===== config.mk =====
export PLATFORM = sky130hd
export DESIGN_NAME = sipo_deser
export DESIGN_NICKNAME = d
export VERILOG_FILES = /design/src/rtl/sipo_deser_pkg.sv /design/src/rtl/sipo_out_reg.sv /design/src/rtl/sipo_deser.sv
export SDC_FILE = /design/constraint.sdc
export NUM_CORES = 1
export LEC_CHECK = 0
export CAP_MARGIN = 20
export CORE_AREA = 2 2 39 41
export CTS_CLUSTER_DIAMETER = 120
export CTS_CLUSTER_SIZE = 12
export DETAILED_ROUTE_END_ITERATION = 8
export DIE_AREA = 0 0 41 43
export GPL_ROUTABILITY_DRIVEN = 0
export GPL_TIMING_DRIVEN = 0
export PLACE_DENSITY = 0.65
export SLEW_MARGIN = 30
export SYNTH_ARGS = -nofsm -noshare
export SYNTH_HDL_FRONTEND = slang
export SYNTH_HIERARCHICAL = 1
export SYNTH_SLANG_ARGS = --single-unit

===== constraint.sdc =====
create_clock -name clk -period 1.5 [get_ports clk]
set_input_delay 0.225 -clock clk [delete_from_list [all_inputs] [get_ports clk]]
set_output_delay 0.225 -clock clk [all_outputs]
set_load 0.03 [all_outputs]

===== src/rtl/sipo_deser_pkg.sv =====
// Shared definitions for the serial-to-parallel deserializer.
// Optional macro SIPO_DESER_PARITY_EN adds a trailing even-parity bit per word.
package sipo_deser_pkg;

    // Default parallel word width.
    localparam int WIDTH_DEFAULT = 4;

    // Shift-side states. ST_PARITY is reachable only with SIPO_DESER_PARITY_EN.
    typedef enum logic [1:0] {
        ST_IDLE   = 2'd0,
        ST_SHIFT  = 2'd1,
        ST_PARITY = 2'd2
    } state_t;

endpackage


===== src/rtl/sipo_out_reg.sv =====
// Output holding register for the deserializer: valid/ready handshake,
// load of completed words, and a one-cycle overrun pulse when a completed
// word finds the register occupied and not draining.
module sipo_out_reg #(
    parameter int DW = 4
) (
    input  logic          clk,
    input  logic          rst,
    input  logic          i_load,
    input  logic [DW-1:0] i_data,
    input  logic          i_ready,
    output logic [DW-1:0] o_data,
    output logic          o_valid,
    output logic          o_overrun
);

    logic [DW-1:0] r_data;
    logic          r_valid;
    logic          r_overrun;
    logic          w_xfer;
    logic          w_accept;

    // A ready with nothing held is ignored; a load is accepted when the
    // register is empty or is being drained on the same edge.
    assign w_xfer   = r_valid && i_ready;
    assign w_accept = i_load && (!r_valid || i_ready);

    // Hold register update: load, drain, or flag a dropped word.
    always_ff @(posedge clk) begin
        // NOTE: state is written with <= so every register samples the
        // pre-edge values; blocking here would create order-dependent logic.
        if (rst) begin
            r_data    <= '0;
            r_valid   <= 1'b0;
            r_overrun <= 1'b0;
        end else begin
            r_overrun <= i_load && r_valid && !i_ready;
            if (w_accept) begin
                r_data  <= i_data;
                r_valid <= 1'b1;
            end else if (w_xfer) begin
                r_valid <= 1'b0;
            end
        end
    end

    assign o_data    = r_data;
    assign o_valid   = r_valid;
    assign o_overrun = r_overrun;

endmodule


===== src/rtl/sipo_deser.sv =====
// Serial-to-parallel deserializer, MSB first, with a one-word output buffer.
// Define SIPO_DESER_PARITY_EN to expect one even-parity bit after each word
// and report parity_err alongside the delivered word.
module sipo_deser
    import sipo_deser_pkg::*;
#(
    parameter int WIDTH = WIDTH_DEFAULT
) (
    input  logic             clk,
    input  logic             rst,
    input  logic             sin,
    input  logic             sin_valid,
    output logic [WIDTH-1:0] dout,
    output logic             dout_valid,
    input  logic             dout_ready,
    output logic             overrun
`ifdef SIPO_DESER_PARITY_EN
    ,
    output logic             parity_err
`endif
);

    localparam int CNT_W = $clog2(WIDTH + 1);
    localparam logic [CNT_W-1:0] LAST_CNT = CNT_W'(WIDTH - 1);

`ifdef SIPO_DESER_PARITY_EN
    // Whole word is held in the shifter while waiting for the parity bit.
    localparam int SR_W = WIDTH;
    localparam int DW   = WIDTH + 1;
`else
    // The final bit goes straight to the output register, so only
    // WIDTH-1 bits need storing here.
    localparam int SR_W = WIDTH - 1;
    localparam int DW   = WIDTH;
`endif

    state_t          r_state;
    logic [CNT_W-1:0] r_cnt;
    logic [SR_W-1:0] r_shift;
    logic [SR_W:0]   w_next;
    logic            w_done;
    logic [DW-1:0]   w_load_data;
    logic [DW-1:0]   w_out_data;

    assign w_next = {r_shift, sin};

`ifdef SIPO_DESER_PARITY_EN
    // Word completes when the parity bit arrives; error if data+parity is odd.
    assign w_done      = sin_valid && (r_state == ST_PARITY);
    assign w_load_data = {^w_next, r_shift};
`else
    // Word completes on the edge that samples its last data bit.
    assign w_done      = sin_valid && (r_state == ST_SHIFT) && (r_cnt == LAST_CNT);
    assign w_load_data = w_next;
`endif

    // Shift-side FSM, bit counter and shift register; everything holds
    // while sin_valid is low.
    always_ff @(posedge clk) begin
        if (rst) begin
            r_state <= ST_IDLE;
            r_cnt   <= '0;
            r_shift <= '0;
        end else if (sin_valid) begin
            case (r_state)
                ST_IDLE: begin
                    r_shift <= w_next[SR_W-1:0];
                    r_cnt   <= CNT_W'(1);
                    r_state <= ST_SHIFT;
                end
                ST_SHIFT: begin
                    r_shift <= w_next[SR_W-1:0];
                    if (r_cnt == LAST_CNT) begin
                        r_cnt   <= '0;
`ifdef SIPO_DESER_PARITY_EN
                        r_state <= ST_PARITY;
`else
                        r_state <= ST_IDLE;
`endif
                    end else begin
                        r_cnt <= r_cnt + CNT_W'(1);
                    end
                end
`ifdef SIPO_DESER_PARITY_EN
                ST_PARITY: begin
                    r_state <= ST_IDLE;
                end
`endif
                default: begin
                    r_state <= ST_IDLE;
                    r_cnt   <= '0;
                end
            endcase
        end
    end

    sipo_out_reg #(
        .DW(DW)
    ) u_out_reg (
        .clk      (clk),
        .rst      (rst),
        .i_load   (w_done),
        .i_data   (w_load_data),
        .i_ready  (dout_ready),
        .o_data   (w_out_data),
        .o_valid  (dout_valid),
        .o_overrun(overrun)
    );

    assign dout = w_out_data[WIDTH-1:0];
`ifdef SIPO_DESER_PARITY_EN
    assign parity_err = w_out_data[WIDTH];
`endif

endmodule


## Word level (Yosys, flattened, before mapping)

Cells that the tools add are included.

- Add/subtract/negate cells: 1
- Equality and inequality tests: 3
- Muxes and demuxes: 6
- Reductions and logical operators: 14

Operators by type and width:

| cell | count |
|---|---|
| $logic_and 1x1->1 | 6 |
| $pmux 3 s2 | 1 |
| $pmux 2 s2 | 1 |
| $reduce_and 2->1 | 2 |
| $add 3x1->3 const B | 1 |
| $eq 3x2->1 const B | 1 |
| $mux 3 | 1 |
| $eq 2x1->1 const B | 1 |
| $logic_not 1->1 | 2 |
| $logic_not 2->1 | 1 |
| $mux 1 | 2 |
| $mux 2 | 1 |
| $ne 2x1->1 const B | 1 |
| $reduce_bool 2->1 | 1 |
| $reduce_or 2->1 | 1 |
| $logic_or 1x1->1 | 1 |

- Register bits after elaboration: 14
- Output and inout bits: 6

## Logic depth before layout (Yosys ltp)

Gate-level depths: netlist of run 1.

- Word-level depth: 5
- Mapped depth: 4

## By module

Netlist of run 1, hierarchy kept.

Modules (own cells, without submodules):

| module | instances | cells an instance | area an instance (µm²) | seq. area each (µm²) |
|---|---|---|---|---|
| sipo_deser | 1 | 27 | 280.3 | 140.1 |
| sipo_out_reg | 1 | 23 | 254.0 | 120.1 |

## Worst setup path after synthesis of run 1

OpenSTA, ideal clock, no wires.

- Kind: flip-flop to flip-flop
- From: register r_cnt[0]
- To: register u_out_reg.r_data[0], in the netlist u_out_reg/o_data[0]
- Library setup time: 0.072 ns
- Arrival: 1.154 ns
- Data required time: 1.428 ns
- Slack: 0.274 ns
- Stages on the path, launching flop included: 5
- Buffers on the path: 0
- Cells stage by stage: dfxtp_1 -> ha_1 -> and4_4 -> a21boi_4 -> mux2i_1

- Cells in the longest elaborated chain, start to end: 3

Ends and longest elaborated chain:

| what | line | source |
|---|---|---|
| from (decl) | sipo_deser.sv:38 | `logic [CNT_W-1:0] r_cnt;` |
| from (signal assigned) | sipo_deser.sv:81 | `r_cnt <= r_cnt + CNT_W'(1);` |
| $eq 3x2->1 | sipo_deser.sv:53 | `assign w_done = sin_valid && (r_state == ST_SHIFT) && (r_cnt == LAST_CNT);` |
| $logic_and 1x1->1 | sipo_deser.sv:53 |  |
| named net w_done | sipo_deser.sv:41 | `logic w_done;` |
| $logic_and 1x1->1 | sipo_out_reg.sv:26 | `assign w_accept = i_load && (!r_valid \|\| i_ready);` |
| to (signal assigned) | sipo_out_reg.sv:39 | `r_data <= i_data;` |
| to (decl) | sipo_out_reg.sv:17 | `logic [DW-1:0] r_data;` |

The timed path passes the listed nets, and every way through them passes these cells.
A chain may end at the register's enable or synchronous reset.

## Worst setup path after layout of run 1

- From: register r_cnt[0]
- To: register u_out_reg.r_data[1], in the netlist u_out_reg/o_data[1]

The elaborated chain is that of the path after synthesis.

==> impl_results.md, run 1 <==
- CTS max path bufs: 2
- CTS tree: yes
- Area taken by multi-input logic gates: 259 um2
- Main synth FF type: dfxtp_1
- Max_cap viols: 0
- Worst skew pair latency: 270 ps
- First-pass GRT wire length: 1290 um
- Die Wd: 41 um
- Top cells by count, synth: 13 x dfxtp_1, 10 x nand2b_1, 7 x mux2i_1
- Total CTS buffers: 3
- RSZ-0062 raised after global routing: no
- Non-Filler Cell Area, Final: 667 um2
- Std cell rows: 14
- Vias in the first global route: 306
- Cell taking the most area after synthesis: dfxtp_1
- Fin. Hold Viols: 0
- Crit path DAT: roughly 1600 ps
- Post-route ant nets: 0
- Setup ws final: around 130 ps
- Tightest Hold Check Type: in2reg
- Nets: 70
- Worst Setup End Kind: register
- Clock skew: 3.78 ps
- YS warnings: 6
- Num Clock Sinks: 13
- Async set-reset flop share out of synthesis: 0%
- Mean post-synth cell area: 10.7 um2
- Rel. slew slack: between 60% and 70%
- Setup WS pre-CTS: roughly 72 ps
- PortBufs: 9
- Final WL: 855 um
- Crit Path Category: reg2reg
- Slowest-stage cell, CP: dfxtp_1
- Pin count of the biggest net entering global routing: 18
- Syn_nets: between 50 and 60
- Synth Register Bits: 13
- Critical path depth in cells: 4
- Total number of vias: 356
- Placed Area: 644 um2
- Most numerous cell in the Yosys netlist: dfxtp_1
- Status: finished clean
- CP peak stage delay: 360 ps
- Hold Path Depth: 2
- Cts hold-fix bufs: 0
- Drt pass-1 iters: 4
- FF+latch area: roughly 260 um2
- Setup TNS: 0 ps
- PwrDens: 923 nW/um2
- Area delta synth->final: 24.8%
- Root buffer cell: clkbuf_4
- DR WL/cell: 10.8 um
- Register area share after synthesis: 48.7%
- Period utilization: 91.3%
- Worst path cell trace: ha_1 -> and4_4 -> a21boi_4 -> mux2i_1
- Worst EP required: 1700 ps
- Synthesized area: 534 um2
- ANT cells: 0
- Delay-heaviest family, CP: flip-flops
- Synth top area cells: dfxtp_1 49%, mux2i_1 13%, nand2b_1 12%, nor2_1 4.2%, a21boi_4 3.5%
- Iter 0 DRT Violations: 9
- Antenna violations before repair: 0
- Post-layout min period: 1370 ps
- Max Slew Vio Count: 0
- EDFF count, synth: 0
- Slew @ Worst Pin: a little over 500 ps
- LEAKAGE: 0.000293 uW
- DRC violations left: 0
- Post-DR vias/cell: about 4.5
- Crit-path max FO: 4
- Starting density of the core: 38.6%
- Worst-path clk slew: around 80 ps
- CP bufs+invs: 0
- Die area: between 1500 and 2000 um2
- Setup Viol. Count Final: 0
- Post-CTS Setup Repair Bufs: 0
- Netlist cell types: 17
- I/O pin count: 11
- Htree depth: 1
- Gr usage total: 11.5%
- Die H: 43 um
- R2r worst-path depth: 4
- Grt ovf: 0
- FILL cells: 137
- Core Footprint: 1380 um2
- Syn Inst Count: 50
- Startpoint Class: register
- VDD IR max: about 0.00044 V
- Post-synth top area share: 48.7%
- F_max: 730 MHz
- Layout cells sized above 1: 14.3%
[where the power goes]
part           internal (uW)  switching (uW)  leakage, uW
logic                   23.9            20.1     0.000173
registers                353            7.00     0.000106
clock network            103             109    0.0000150
total                    480             136     0.000293
[metal layers]
| layer | routed length [um] | GRT usage, % | vias to the layer above |
|---|---|---|---|
| li1 | - | - | 197 |
| met1 | 460 | 16.6 | 151 |
| met2 | 348 | 12.2 | 8 |
| met3 | 46 | 4.71 | 0 |
| met4 | 0 | 10.0 | 0 |
| met5 | 0 | 0 | - |
[cell type report]
| class | instances | share of cell area, % |
|---|---|---|
| Sequential cell | 13 | 39.0 |
| Multi-Input combinational cell | 34 | 38.8 |
| Timing Repair Buffer | 9 | 12.9 |
| Clock buffer | 4 | 3.94 |
| Tap cell | 16 | 3.00 |
| Buffer | 1 | 1.13 |
| Inverter | 2 | 1.13 |
[registers in the layout, indices dropped and copies added (netlist names)]
name and cells:
u_out_reg/o_valid 1, u_out_reg/o_overrun 1, u_out_reg/o_data 4, r_state 1, r_cnt 3, r_shift 3
[path summary, 6_finish.rpt]
path | startpoint | slack, ps | end
setup / recovery | r_cnt[0]$_SDFFE_PP0P_ | 130 | u_out_reg/o_data[1]$_SDFFE_PP0P_
hold / removal | sin_valid | 230 | r_cnt[2]$_SDFFE_PP0P_
setup reg to reg | r_cnt[0]$_SDFFE_PP0P_ | 130 | u_out_reg/o_data[1]$_SDFFE_PP0P_
hold reg to reg | r_cnt[2]$_SDFFE_PP0P_ | 470 | r_cnt[2]$_SDFFE_PP0P_
[placed cells by master (no fill, tap or decap), drive strengths merged]
cell type / count
dlygate4sd2: 5
dfxtp: 13
a21oi: 2
a21o: 1
nor3: 1
and4bb: 1
a21boi: 1
inv: 2
dlymetal6s2s: 1
and4: 1
buf: 1
nor2: 6
nand3: 1
nand2b: 10
a211oi: 1
mux2i: 7
clkdlybuf4s50: 3
clkbuf: 4
a311oi: 1
ha: 1
[what timing repair did]
action / in CTS / in global routing
endpoints found under the setup margin: 5 / 1
pin swaps: 0 / 0
gates cloned: 0 / 0
gates resized for setup: 5 / 1
[through the flow]
| stage | power [uW] | cells | hold slack (ps) | util [%] |
|---|---|---|---|---|
| 4_1_cts | 635 | 79 | 210 | 48.0 |
| 5_1_grt | 649 | 79 | 229 | 48.2 |
| 6_report | 615 | 79 | 232 | 48.2 |
| 2_1_floorplan | 393 | 50 | 294 | - |
| 3_3_place_gp | 411 | 75 | 456 | 46.6 |
| 3_5_place_dp | 412 | 75 | 461 | 46.6 |
[cell families after synthesis]
kind of cell	count (synthesis)	share of synthesized area (%)
muxes	7	13.1
and+or+nand+nor	20	23.2
buffers and inverters	3	2.81
DFF	13	48.7
AOI/OAI and AO/OA	6	9.84
adders and majority gates	1	2.34
Note: power is estimated with default switching activity, not from simulation.
==> run 2: changes to the inputs <==
Settings changed: SETUP_SLACK_MARGIN set to 0.4.
==> impl_results.md, run 2 (synthesized netlist as in run 1, its figures left out) <==
- Status: finished clean
- RR Endpoint: u_out_reg/o_data[2]$_SDFFE_PP0P_
- F_max: 813 MHz (+11%)
- PortBufs: 9 (unchanged)
- First-pass GRT wire length: 1440 um (+12%)
- Period utilization: 82.0% (-9.3 points)
- PwrDens: 902 nW/um2 (-2.3%)
- VDD IR max: 0.000672 V (+51%)
- Worst EP required: 1700 ps (about the same)
- Max Slew Vio Count: 0 (unchanged)
- Slew @ Worst Pin: 519 ps (+13.2 ps)
- CTS max path bufs: 2 (unchanged)
- Root buffer cell: clkbuf_4
- Std cell rows: 14 (unchanged)
- Pin count of the biggest net entering global routing: 18 (unchanged)
- Core Footprint: 1380 um2 (unchanged)
- Post-DR vias/cell: 4.70 (+4.2%)
- Min-delay src: sin_valid
- Die H: 43 um (unchanged)
- Crit. Startpoint: r_cnt[1]$_SDFFE_PP0P_
- Htree depth: 1 (unchanged)
- Num Clock Sinks: 13 (unchanged)
- Worst skew pair latency: 270 ps (about the same)
- FF+latch area: 263 um2 (+0.96%)
- Hold Path Depth: 2 (unchanged)
- Commonest cells after routing, fill and taps aside: 11 x dfxtp_1, 10 x nand2b_1, 7 x mux2i_1
- Worst-path clk slew: 80 ps (about the same)
- Post-route ant nets: 0 (unchanged)
- Fin. Hold Viols: 0 (unchanged)
- Final WL: 882 um (+3.2%)
- Die area: 1760 um2 (unchanged)
- Crit Path Category: reg2reg
- Starting density of the core: 38.6% (unchanged)
- Die Wd: 41 um (unchanged)
- Drt pass-1 iters: 4 (unchanged)
- Startpoint Class: register
- R2R Setup Slk: 270 ps (+140 ps)
- Most common cell after layout, fill and taps aside: dfxtp_1
- Rel. slew slack: 65.4% (-0.77 points)
- Total CTS buffers: 3 (unchanged)
- Max_cap viols: 0 (unchanged)
- Detail Placement HPWL: between 500 and 600 um
- Area delta synth->final: 29.0%
- Antenna violations before repair: 0 (unchanged)
- R2r worst-path depth: 4 (unchanged)
- DR WL/cell: 10.8 um (-0.62%)
- I/O pin count: 11 (unchanged)
- Total number of vias: 385 (+8.1%)
- Crit path DAT: 1430 ps (-140 ps)
- Vias in the first global route: 322 (+5.2%)
- Setup Viol. Count Final: 0 (unchanged)
- Layout cells sized above 1: 36.4% (+22 points)
- Gr usage total: 12.6% (+1.1 points)
- FF-to-FF Start: r_cnt[1]$_SDFFE_PP0P_
- DRC violations left: 0 (unchanged)
- CTS tree: yes
- RSZ-0062 raised after global routing: yes
- Clock skew: 2.78 ps (-0.992 ps)
- Max reg flops: 4 (unchanged)
- ANT cells: 0 (unchanged)
- Post-layout min period: 1230 ps (-140 ps)
- Sink of the worst hold path: r_cnt[2]$_SDFFE_PP0P_
- Setup TNS: 0 ps (unchanged)
- Iter 0 DRT Violations: 4 (-5)
- Nets: 73 (+4.3%)
- Worst Setup End Kind: register
- Grt ovf: 0 (unchanged)
- Tightest Hold Check Type: in2reg
- Crit-path max FO: 4 (unchanged)
- Hold slack: 234 ps (+2.49 ps)
- FILL cells: 133 (-2.9%)
- Area taken by multi-input logic gates: 280 um2 (+8.2%)
- LEAKAGE: 0.000283 uW (-3.5%)
-- run 2: repair_timing --
action | CTS | global route
resized for setup | 31 | 3
hold buffers | 0 | 0
setup buffers | 3 | 0
cloned | 0 | 0
setup endpoints to repair | 11 | 9
pin swaps | 1 | 2
-- run 2: metrics by stage --
step	total power (uW)	util [%]	instance area [um2]	worst slack, ps	cells
3_3_place_gp	414	47.6	659	47.4	75
5_1_grt	655	49.8	689	203	82
2_1_floorplan	396	-	549	343	50
4_1_cts	632	49.0	678	267	82
6_report	622	49.8	689	270	82
3_5_place_dp	415	47.6	659	52.0	75
-- run 2: final cells by class --
type,count,area share (%)
plain buffers,1,1.09
multi-input cells,34,40.7
well taps,16,2.90
clock inverters,1,0.726
inverters,2,1.09
repair buffers,12,12.2
flip-flops and latches,13,38.1
clock buffers,3,3.27
-- run 2: report_power, final --
| group | total (uW) | switching [uW] | internal, uW |
|---|---|---|---|
| combinational | 49.7 | 23.0 | 26.8 |
| clock | 211 | 113 | 98.7 |
| sequential | 361 | 7.50 | 353 |
| total | 622 | 143 | 479 |
-- run 2: worst max-delay path, cell delays in order, from the launching register on --
cell      delay (ps)
dfxtp_2          360
ha_4             130
and4_4           190
a21boi_4         270
mux2i_1          210
-- run 2: worst max-delay path by stage --
stage                                             to  slack [ps]  cells after the start
floorplan           u_out_reg/o_data[0]$_SDFFE_PP0P_         340                      4
global placement      u_out_reg/o_overrun$_SDFF_PP0_          50                      2
detailed placement    u_out_reg/o_overrun$_SDFF_PP0_          50                      2
CTS                 u_out_reg/o_data[2]$_SDFFE_PP0P_         270                      4
global route        u_out_reg/o_data[1]$_SDFFE_PP0P_         200                      4
finish              u_out_reg/o_data[2]$_SDFFE_PP0P_         270                      4
-- run 2: metal layers --
| layer | GRT usage, % | part of all wire (%) | vias up |
|---|---|---|---|
| met1 | 16.9 | 51 | 164 |
| met2 | 15.3 | 39 | 13 |
| met3 | 7.85 | 8.5 | 2 |
| met4 | 6.00 | 1.0 | 0 |
| met5 | 0 | 0 | - |
| li1 | - | - | 206 |
==> run 3: changes to the inputs <==
Settings changed: PLACE_DENSITY 0.65 to 0.68.
Clock period 1.5 ns to 1 ns, I/O delays scaled along.
==> impl_results.md, run 3 (synthesized netlist as in run 1, its figures left out) <==
- FILL cells: 131 (-1.5%)
- Setup ws final: -238 ps (-508 ps)
- Int Power: 724 uW (+51%)
- Period utilization: 124% (+42 points)
- Core Footprint: 1380 um2 (unchanged)
- Final Non-Filler Cells: 84 (+2.4%)
- Post-layout min period: 1240 ps (+8.19 ps)
- Setup TNS: -1100 ps (-1100 ps)
- Slowest-stage cell, CP: dfxtp_2
- Grt ovf: 0 (unchanged)
- Gate power share: 8.1% (about the same)
- CP bufs+invs: 0 (unchanged)
- Std cell rows: 14 (unchanged)
- Cts hold-fix bufs: 0 (unchanged)
- Num Clock Sinks: 13 (unchanged)
- Starting density of the core: 38.6% (unchanged)
- Clock skew: 6.04 ps (+3.26 ps)
- Pin count of the biggest net entering global routing: 18 (unchanged)
- Tightest Hold Check Type: in2reg
- Most common cell after layout, fill and taps aside: nand2b_1
- LEAKAGE: 0.000299 uW (+5.7%)
- Max Slew Vio Count: 0 (unchanged)
- Status: complete, but fails checks
- Commonest cells after routing, fill and taps aside: 10 x nand2b_1, 8 x dfxtp_2, 7 x buf_6, 7 x mux2i_1, 6 x nor2_1
- Rel. slew slack: 65.9% (+0.46 points)
- Worst EP required: 1200 ps (-500 ps)
- Hold Path Depth: 2 (unchanged)
- R2R Setup Slk: -240 ps (-510 ps)
- Max_cap viols: 0 (unchanged)
- Area taken by multi-input logic gates: 280 um2 (unchanged)
- PortBufs: 9 (unchanged)
- Sw frac: 23.3% (+0.28 points)
- FF-to-FF Start: r_cnt[1]$_SDFFE_PP0P_
- Worst path cell trace: ha_4 -> and4_4 -> a21boi_4 -> mux2i_1
- Startpoint Class: register
- Final WL: 941 um (+6.7%)
- Worst Setup End Kind: register
- Min-delay src: sin_valid
- Total CTS buffers: 3 (unchanged)
- Switch Pwr: 220 uW (+54%)
- CTS tree: yes
- Post-route ant nets: 0 (unchanged)
- Max reg flops: 4 (unchanged)
- Layout cells sized above 1: 47.1% (+11 points)
- DR WL/cell: 11.2 um (+4.1%)
- Clock power frac: 34.8% (+0.8 points)
- RSZ-0062 raised after global routing: yes
- Crit path DAT: 1440 ps (about the same)
- F_max: 808 MHz (-0.66%)
- Die H: 43 um (unchanged)
- Die Wd: 41 um (unchanged)
- VDD IR max: 0.000711 V (+5.8%)
- Delay-heaviest family, CP: flip-flops
- Htree depth: 1 (unchanged)
- Fin. Hold Viols: 0 (unchanged)
- Iter 0 DRT Violations: 4 (unchanged)
- Setup Viol. Count Final: 8 (+8)
- Die area: 1760 um2 (unchanged)
- Crit Path Category: reg2reg
- Placed Instances: 75 (unchanged)
- Worst skew pair latency: 280 ps (about the same)
- CTS max path bufs: 2 (unchanged)
- Setup WS pre-CTS: -366 ps (-418 ps)
- R2r worst-path depth: 4 (unchanged)
- DRC violations left: 0 (unchanged)
- Detail Placement HPWL: 590 um (+1.4%)
- Crit-path max FO: 4 (unchanged)
- Failing checks: setup timing
- Gr usage total: 13.5% (+0.96 points)
- Sequential share of power: 57.1% (-0.9 points)
- I/O pin count: 11 (unchanged)
- Area delta synth->final: 41.0%
- Root buffer cell: clkbuf_4
- Antenna violations before repair: 0 (unchanged)
- Vias in the first global route: 394 (+22%)
- ANT cells: 0 (unchanged)
- CP peak stage delay: 360 ps (about the same)
- First-pass GRT wire length: 1570 um (+8.6%)
- RR Endpoint: u_out_reg/o_data[3]$_SDFFE_PP0P_
- PwrDens: 1250 nW/um2 (+39%)
- Drt pass-1 iters: 4 (unchanged)
- Total number of vias: 412 (+7.0%)
- FF+latch area: 274 um2 (+4.3%)
- Sink of the worst hold path: r_cnt[2]$_SDFFE_PP0P_
- Nets: 75 (+2.7%)
- Worst-path clk slew: 80 ps (about the same)
- Post-DR vias/cell: 4.90 (+4.5%)
- Slew @ Worst Pin: 512 ps (-6.83 ps)
[run 3: how the worst max path moves through the flow]
stage                                       endpoint             startpoint  cells past startpoint  slack (ps)
CTS                 u_out_reg/o_data[3]$_SDFFE_PP0P_  r_cnt[0]$_SDFFE_PP0P_                      4        -220
floorplan           u_out_reg/o_data[0]$_SDFFE_PP0P_  r_cnt[0]$_SDFFE_PP0P_                      4        -160
global placement      u_out_reg/o_overrun$_SDFF_PP0_                    rst                      2        -370
detailed placement    u_out_reg/o_overrun$_SDFF_PP0_                    rst                      2        -370
global route        u_out_reg/o_data[2]$_SDFFE_PP0P_  r_cnt[1]$_SDFFE_PP0P_                      4        -300
finish              u_out_reg/o_data[3]$_SDFFE_PP0P_  r_cnt[1]$_SDFFE_PP0P_                      4        -240
[run 3: layer usage]
layer,up-vias,GRT usage (%),wire length [um]
li1,205,-,-
met1,195,14.8,423
met2,8,20.3,470
met3,4,3.14,27
met4,0,12.0,19
met5,-,0,0
[run 3: power by group through the flow]
| stage | clock, uW | sequential [uW] | combinational [uW] |
|---|---|---|---|
| after floorplan | 0 | 552 | 42.8 |
| after global placement | 0 | 554 | 68.0 |
| after detailed placement | 0 | 554 | 69.7 |
| after CTS | 343 | 539 | 75.1 |
| after global routing | 384 | 542 | 86.2 |
| final | 328 | 539 | 76.1 |
[run 3: metrics by stage]
| step | hold slack (ps) | area, um2 | power (uW) | utilization [%] |
|---|---|---|---|---|
| after floorplan | 212 | 556 | 595 | - |
| after global placement | 399 | 666 | 622 | 48.1 |
| after detailed placement | 403 | 666 | 624 | 48.1 |
| after CTS | 103 | 748 | 957 | 54.1 |
| after global routing | 94.3 | 753 | 1010 | 54.4 |
| final | 108 | 753 | 944 | 54.4 |
[run 3: worst reg2reg max path, stage by stage, from the launching register on]
cell,delay [ps]
dfxtp_2,360
ha_4,130
and4_4,200
a21boi_4,250
mux2i_1,220
[run 3: cell type report]
cell class	instances	area share, %
plain buffers	1	1.50
clock buffers	4	3.49
inverters	2	0.997
multi-input cells	34	37.2
flip-flops and latches	13	36.4
well taps	16	2.66
repair buffers	14	17.8
[run 3: repair_timing]
| item | in CTS | in global routing |
|---|---|---|
| setup buffers | 5 | 0 |
| pin swaps | 1 | 2 |
| endpoints found under the setup margin | 19 | 19 |
| resized for setup | 50 | 1 |
